`config.mk`:
```
export PLATFORM = sky130hd
export DESIGN_NAME = cacheline_adaptor_p
export DESIGN_NICKNAME = d
export VERILOG_FILES = /design/src/rtl/cacheline_adaptor_p.sv
export SDC_FILE = /design/constraint.sdc
export NUM_CORES = 1
export LEC_CHECK = 0
export BUFFER_PORTS_ARGS = -buffer_cell sky130_fd_sc_hd__buf_4
export CAP_MARGIN = 20
export CORE_AREA = 2 2 280 282
export DETAILED_ROUTE_END_ITERATION = 7
export DIE_AREA = 0 0 282 284
export PLACE_DENSITY_LB_ADDON = 0.08
export SYNTH_ARGS = -nofsm -noshare
export SYNTH_HDL_FRONTEND = slang
export SYNTH_SLANG_ARGS = --single-unit
```
`constraint.sdc`:
```
create_clock -name clk -period 3.1 [get_ports clk]
set_clock_uncertainty 0.2 [all_clocks]
set_input_delay 0.155 -clock clk [delete_from_list [all_inputs] [get_ports clk]]
set_output_delay 0.155 -clock clk [all_outputs]
set_load 0.01 [all_outputs]
```
`src/rtl/cacheline_adaptor_p.sv`:
```
// cacheline_adaptor_p: splits/assembles a cacheline into memory bursts for fills and writebacks
module cacheline_adaptor_p #(
  parameter int s_line  = 256,
  parameter int s_burst = 64
) (
  input  logic               clk,
  input  logic               rst,
  input  logic [s_line-1:0]  line_i,
  output logic [s_line-1:0]  line_o,
  input  logic [31:0]        address_i,
  input  logic               read_i,
  input  logic               write_i,
  output logic               resp_o,
  input  logic [s_burst-1:0] burst_i,
  output logic [s_burst-1:0] burst_o,
  output logic [31:0]        address_o,
  output logic               read_o,
  output logic               write_o,
  input  logic               resp_i
);
  localparam int BEATS = s_line / s_burst;
  localparam int CW = $clog2(BEATS);
  typedef enum logic [1:0] {IDLE, READ, WRITE, DONE} state_t;
  state_t state, state_n;
  logic [CW-1:0] cnt;
  logic [31:0] addr_q;
  logic [s_line-1:0] wline_q, fill_q;
  logic last;
  assign last = resp_i && cnt == CW'(BEATS - 1);
  always_ff @(posedge clk) begin
    if (rst) state <= IDLE;
    else state <= state_n;
  end
  always_comb begin
    state_n = state == IDLE ? (write_i ? WRITE : read_i ? READ : IDLE)
            : state == DONE ? IDLE
            : last ? DONE : state;
  end
  always_comb begin
    read_o    = state == READ;
    write_o   = state == WRITE;
    resp_o    = state == DONE;
    burst_o   = state == WRITE ? wline_q[cnt*s_burst +: s_burst] : '0;
    address_o = addr_q;
    line_o    = fill_q;
  end
  // cnt wraps to 0 naturally on the final beat
  always_ff @(posedge clk) begin
    if (rst) begin
      cnt     <= '0;
      addr_q  <= '0;
      wline_q <= '0;
      fill_q  <= '0;
    end else if (state == IDLE) begin
      if (write_i || read_i) begin
        addr_q <= address_i & 32'hFFFF_FFE0;
        cnt    <= '0;
      end
      if (write_i) wline_q <= line_i;
    end else if ((state == READ || state == WRITE) && resp_i) begin
      cnt <= cnt + CW'(1);
      if (state == READ) fill_q[cnt*s_burst +: s_burst] <= burst_i;
    end
  end
endmodule

```
==> results of run 1 <==
worst min-delay path, stage by stage:
cell and delay (ns):
dlygate4sd3_1 0.52, buf_4 0.09, nand2_1 0.04, a21oi_1 0.10
synthesized netlist by cell type (all sizes together):
cell type,n
nand3b,1
nor3b,1
and3b,1
conb,1
buf,122
and2,65
o21ai,1
nand3,258
nor4bb,1
a21oi,543
and4,4
o41ai,1
nand2,823
or3,1
clkbuf,113
dfxtp,543
nor4b,2
inv,4
and4bb,1
mux4,64
nand4,4
ha,10
nand4b,2
nor2,1
o21a,1
o31ai,1
layout by cell type (no fill, tap or decap), types with 2 or more instances in the layout:
master	count
bufinv_16	3
clkbuf_1	17
clkinvlp_4	2
and2_1	64
nand4b_1	2
nor4b_4	2
mux4_2	64
and4_2	3
dlygate4sd3_1	394
clkinv_2	9
a21oi_2	60
clkbuf_8	12
nand2_1	822
a21oi_1	483
ha_1	9
nand4_1	4
nand3_1	198
dfxtp_1	541
conb_1	5
inv_1	4
dfxtp_4	2
clkinv_8	2
diode_2	15
buf_4	730
nand3_2	60
clkbuf_16	69
buf_12	26
inv_6	2
layout make-up:
cell class                      instances  area share [%]
Clock buffer                           98           5.711
Clock inverter                         19          0.6431
Antenna cell                           15          0.1096
Tap cell                             1040           3.800
Inverter                                4         0.04385
Timing Repair Buffer                 1151           29.09
Multi-Input combinational cell       1791           28.84
Sequential cell                       543           31.77
flip-flops by register name, summed over array words and instances (netlist names):
signal	flops
address_o	27
line_o	256
state	2
wline_q	256
cnt	2
metal layers:
metal	up-vias	share of wire, %	track usage (%)	wire, um
li1	10610	-	-	-
met1	10380	40	24.49	35390
met2	645	50	37.41	44230
met3	178	6.3	4.899	5549
met4	6	3.9	9.003	3439
met5	-	0.050	0	44
path summary, 6_finish.rpt:
kind | startpoint | to | slack [ns] | cells after the start
hold / removal | line_i[133] | wline_q[133] | 0.15 | 4
setup / recovery | cnt[0] | line_o[154] | 0.28 | 7
hold reg to reg | line_o[220] | line_o[220] | 0.25 | 2
setup reg to reg | cnt[0] | line_o[154] | 0.28 | 7
cells by family after synthesis:
group	share of synthesized area [%]
flops	49.76
buf+inv	5.326
compound gates	13.60
other cells	0.01716
simple gates	24.13
fa+ha+maj	0.5727
mux	6.598
power groups by stage:
stage	registers (mW)	logic, mW	clock network [mW]
2_1_floorplan	7.50	0.794	0
3_3_place_gp	7.51	1.60	0
3_5_place_dp	7.52	1.62	0
4_1_cts	7.37	2.06	8.01
5_1_grt	7.40	2.22	8.27
6_report	7.37	2.04	7.81
per-stage QoR:
step	worst slack (ns)	instance area, um^2	hold slack (ns)	total power, mW
4_1_cts	0.2142	34200	0.1023	17.44
2_1_floorplan	0.5588	21860	0.09046	8.293
6_report	0.2785	34240	0.1540	17.22
5_1_grt	0.09159	34230	0.1343	17.88
3_3_place_gp	0.6603	28080	0.2027	9.109
3_5_place_dp	0.6284	28080	0.2108	9.137
what timing repair did:
item | in CTS | in global routing
hold buffers | 394 | 0
endpoints found under the hold margin | 543 | 0
gates resized for setup | 0 | 0
==> metrics.md, run 1 <==
| Metric | Value |
|---|---|
| Status | complete, no violations |
| Starting Density | 28.39% |
| Mapped cell area | 0.02185 mm^2 |
| Internal power | 12.94 mW |
| CTS max path bufs | 3 |
| GR Util All Layers | 21.26% |
| Dpl hpwl | 59970 um |
| Initial antenna violation count | 16 |
| Crit-path cells | inv_1, ha_1, nor4b_4, buf_12, nand3_2, dlygate4sd3_1, a21oi_2 |
| FMAX | 0.3544 GHz |
| Reg power frac | 42.8% |
| Fillers | 7713 |
| Leakage power | 13.48 nW |
| Nets | 3925 |
| Multi-input logic area | 0.009874 mm^2 |
| Die ar. | 0.08009 mm^2 |
| CTS tree | done |
| Area share of the largest cell type after synthesis | 49.76% |
| Chip Height | 284 um |
| Grt total ovfl | 0 |
| Share of cells above drive strength 1 | 29.28% |
| Number of iterations in the first detailed-routing pass | 5 |
| Vias per cell | 4.683 |
| P&R area growth vs syn | 56.73% |
| First-pass GRT wire length | 132200 um |
| YS warnings | 0 |
| Finished Layout Cells | 4661 |
| Clock power share | 45.4% |
| Placed cell count | 4135 |
| Fin crit share | 91.02% |
| Crit. End Element | flop |
| Drc violations | 0 |
| Max Slew Vio Count | 0 |
| Top cell family by delay on the critical path | buffers and inverters |
| Maxcap violations | 0 |
| Largest net degree at the start of global routing | 94 |
| Ranking of synthesized cells by area | dfxtp_1 (50%), nand2_1 (14%), a21oi_1 (11%) |
| Critical Path Max Stage Delay | 0.59 ns |
| Routed WL | 88650 um |
| Final Hold Viols | 0 |
| P per Cell Area | 502.9 mW/mm^2 |
| Avg Inst Size Synth | 8.504 um^2 |
| Clock transition at path regs | 0.06 ns |
| Period minus WS final | 2.822 ns |
| Crit-path max FO | 64 |
| PortBufs | 701 |
| Area leader, netlist | dfxtp_1 |
| Worst-margin pin slew | 0.8869 ns |
| Routability cong. | 0.8075 |
| Startpoint types | flop |
| Yosys cell types | 33 |
| Net Switching | 4.279 mW |
| VDD IR max | 0.2817 mV |
| Cells after Synth | 2569 |
| Sw Share | 24.85% |
| H-tree depth | 3 |
| Num CTS Buffers | 67 |
| Number of global-route vias before repair | 22240 |
| Gate power share | 11.8% |
| Sequential area share after synthesis | 49.76% |
| Slowest-stage cell, CP | dlygate4sd3_1 |
| Antenna-violating nets left | 0 |
| Reg area | 0.01088 mm^2 |
| CP required | 3.43 ns |
| Worst Hold Class | in2reg |
| Post-route setup TNS | 0 ns |
| Slew HR | 40.88% |
| Clock root cell | clkbuf_16 |
| WP data arrival | 3.15 ns |
| Number of DRC markers in iteration 0 | 1049 |
| Row count | 102 |
| Number of synthesized register bits | 543 |
| Unrepaired setup endpoints after global routing | no |
| IO Pins | 712 |
| Worst path bufs/invs | 3 |
| Clock sinks | 543 |
| WL/cell | 19.02 um |
| WS Path Type | reg2reg |
| Buffer count from post-CTS setup fixing | 0 |
| Vias | 21830 |
| Final Setup Violations | 0 |
| Die X | 282 um |
| Core box area | 0.07696 mm^2 |
| Final core utilization | 44.49% |
| Worst skew pair latency | 0.58 ns |
No activity file was read; power rests on OpenSTA's default activity.
==> inputs of run 2 (changes only) <==
--- a/config.mk
+++ b/config.mk
@@ -7,9 +7,9 @@
 export LEC_CHECK = 0
 export BUFFER_PORTS_ARGS = -buffer_cell sky130_fd_sc_hd__buf_4
 export CAP_MARGIN = 20
-export CORE_AREA = 2 2 280 282
+export CORE_AREA = 2 2 281 283
 export DETAILED_ROUTE_END_ITERATION = 7
-export DIE_AREA = 0 0 282 284
+export DIE_AREA = 0 0 283 285
 export PLACE_DENSITY_LB_ADDON = 0.08
 export SYNTH_ARGS = -nofsm -noshare
 export SYNTH_HDL_FRONTEND = slang
==> metrics.md, run 2 (synthesis gave the netlist of run 1 again) <==
| Metric | Value |
|---|---|
| Startpoint types | flop |
| P per Cell Area | 508.7 mW/mm^2 |
| Most common cell after layout, fill and taps aside | nand2_1 |
| Chip Height | 285 um |
| Initial antenna violation count | 12 |
| Num CTS Buffers | 67 |
| Row count | 103 |
| P&R area growth vs syn | 56.22% |
| Starting Density | 28.02% |
| PortBufs | 701 |
| Power, Total | 17.36 mW |
| Routed WL | 87090 um |
| Gate power share | 11.4% |
| Clock power share | 46.2% |
| Max Slew Vio Count | 0 |
| Vias per cell | 4.672 |
| Post-route setup TNS | 0 ns |
| Leakage power | 13.36 nW |
| Clock root cell | clkbuf_16 |
| IO Pins | 712 |
| Largest net degree at the start of global routing | 107 |
| First-pass GRT wire length | 132000 um |
| Net Switching | 4.201 mW |
| Dpl hpwl | 58050 um |
| Worst setup margin | 0.2110 ns |
| Most frequent cells in the layout | nand2_1 (822), buf_4 (720), dfxtp_1 (541), a21oi_1 (483), dlygate4sd3_1 (385) |
| H-tree depth | 3 |
| WP data arrival | 3.23 ns |
| WS Path Type | reg2reg |
| Clock sinks | 543 |
| Crit-path cells | inv_1, ha_1, nor4b_4, buf_12, nand3_2, a21oi_2, dlygate4sd3_1 |
| Worst skew pair latency | 0.58 ns |
| Number of global-route vias before repair | 21850 |
| Share of cells above drive strength 1 | 29.14% |
| Worst-margin pin slew | 0.8863 ns |
| Drc violations | 0 |
| Core box area | 0.07797 mm^2 |
| CTS tree | done |
| Maxcap violations | 0 |
| Nets | 3904 |
| CTS max path bufs | 3 |
| Placed Area | 0.02798 mm^2 |
| Fin crit share | 93.19% |
| GR Util All Layers | 20.77% |
| Die ar. | 0.08066 mm^2 |
| Die X | 283 um |
| Final Hold Viols | 0 |
| Design area | 0.03413 mm^2 |
| Fillers | 7819 |
| WL/cell | 18.73 um |
| Clock transition at path regs | 0.06 ns |
| Final Setup Violations | 0 |
| Post-CTS Resized | 0 |
| Crit. End Element | flop |
| DP Worst Slack | 0.6496 ns |
| Placed cell count | 4133 |
| Routability cong. | 0.8130 |
| Reg power frac | 42.5% |
| FMAX | 0.3461 GHz |
| Vias | 21720 |
| Finished Layout Cells | 4649 |
| Sw Share | 24.19% |
| Critical Path Max Stage Delay | 0.55 ns |
| Slowest-stage cell, CP | dlygate4sd3_1 |
| Status | complete, no violations |
| Unrepaired setup endpoints after global routing | no |
| CP required | 3.44 ns |
| Slew HR | 40.92% |
| Period minus WS final | 2.889 ns |
| Number of DRC markers in iteration 0 | 1216 |
| Crit-path max FO | 64 |
| VDD IR max | 0.3656 mV |
| Antenna-violating nets left | 0 |
| Internal power | 13.16 mW |
| Number of iterations in the first detailed-routing pass | 5 |
| Grt total ovfl | 0 |
| Worst Hold Class | in2reg |
[run 2: cell types whose count changed in the layout (fill, tap and decap cells not counted), sizes merged]
cell,before,now
bufinv,3,5
dlygate4sd3,394,385
clkbuf,98,103
clkinv,11,6
diode,15,13
clkinvlp,2,1
buf,757,745
[run 2: stage by stage]
stage / utilization (%) / hold slack (ns)
after floorplan: - / 0.09046
after global placement: 35.89 / 0.2029
after detailed placement: 35.89 / 0.2104
after CTS: 43.73 / 0.1068
after global routing: 43.77 / 0.1483
final: 43.77 / 0.1591
[run 2: power by group through the flow]
stage               Clock (mW)  Sequential [mW]  Combinational [mW]
floorplan                    0             7.50               0.794
global placement             0             7.51                1.56
detailed placement           0             7.52                1.58
CTS                       8.25             7.37                2.00
global route              8.53             7.40                2.15
finish                    8.02             7.37                1.97
[run 2: critical path: cells and delay by family, from the launching register on]
family	cells	cell delay (ns)
flops	1	0.37
compound gates	1	0.15
simple gates	2	0.46
fa+ha+maj	1	0.52
buf+inv	3	1.05
[run 2: layout make-up]
| cell class | instances | area, um^2 | share of cell area, % |
|---|---|---|---|
| Multi-Input combinational cell | 1791 | 9874 | 28.93 |
| Clock inverter | 15 | 236.5 | 0.6929 |
| Tap cell | 1050 | 1314 | 3.849 |
| Clock buffer | 103 | 2024 | 5.932 |
| Antenna cell | 13 | 32.53 | 0.09532 |
| Sequential cell | 543 | 10880 | 31.87 |
| Inverter | 4 | 15.01 | 0.04399 |
| Timing Repair Buffer | 1130 | 9754 | 28.58 |
[run 2: path summary, 6_finish.rpt]
check / from / slack [ns] / cells past startpoint / end
hold / removal: line_i[175] / 0.16 / 4 / wline_q[175]
setup reg to reg: cnt[1] / 0.21 / 7 / line_o[188]
setup / recovery: cnt[1] / 0.21 / 7 / line_o[188]
hold reg to reg: line_o[112] / 0.25 / 2 / line_o[112]
[run 2: what timing repair did]
action	CTS	global route
hold buffers	385	0
buffers inserted	0	0
hold endpoints to repair	543	0
[run 2: metal layers]
layer / vias up / global-route usage, % / share of wire [%] / routed length (um)
met3: 153 / 4.408 / 6.2 / 5408
met4: 0 / 8.737 / 3.7 / 3260
met5: - / 0 / 0 / 0
met1: 10320 / 25.01 / 41 / 35350
li1: 10570 / - / - / -
met2: 678 / 35.85 / 49 / 43070
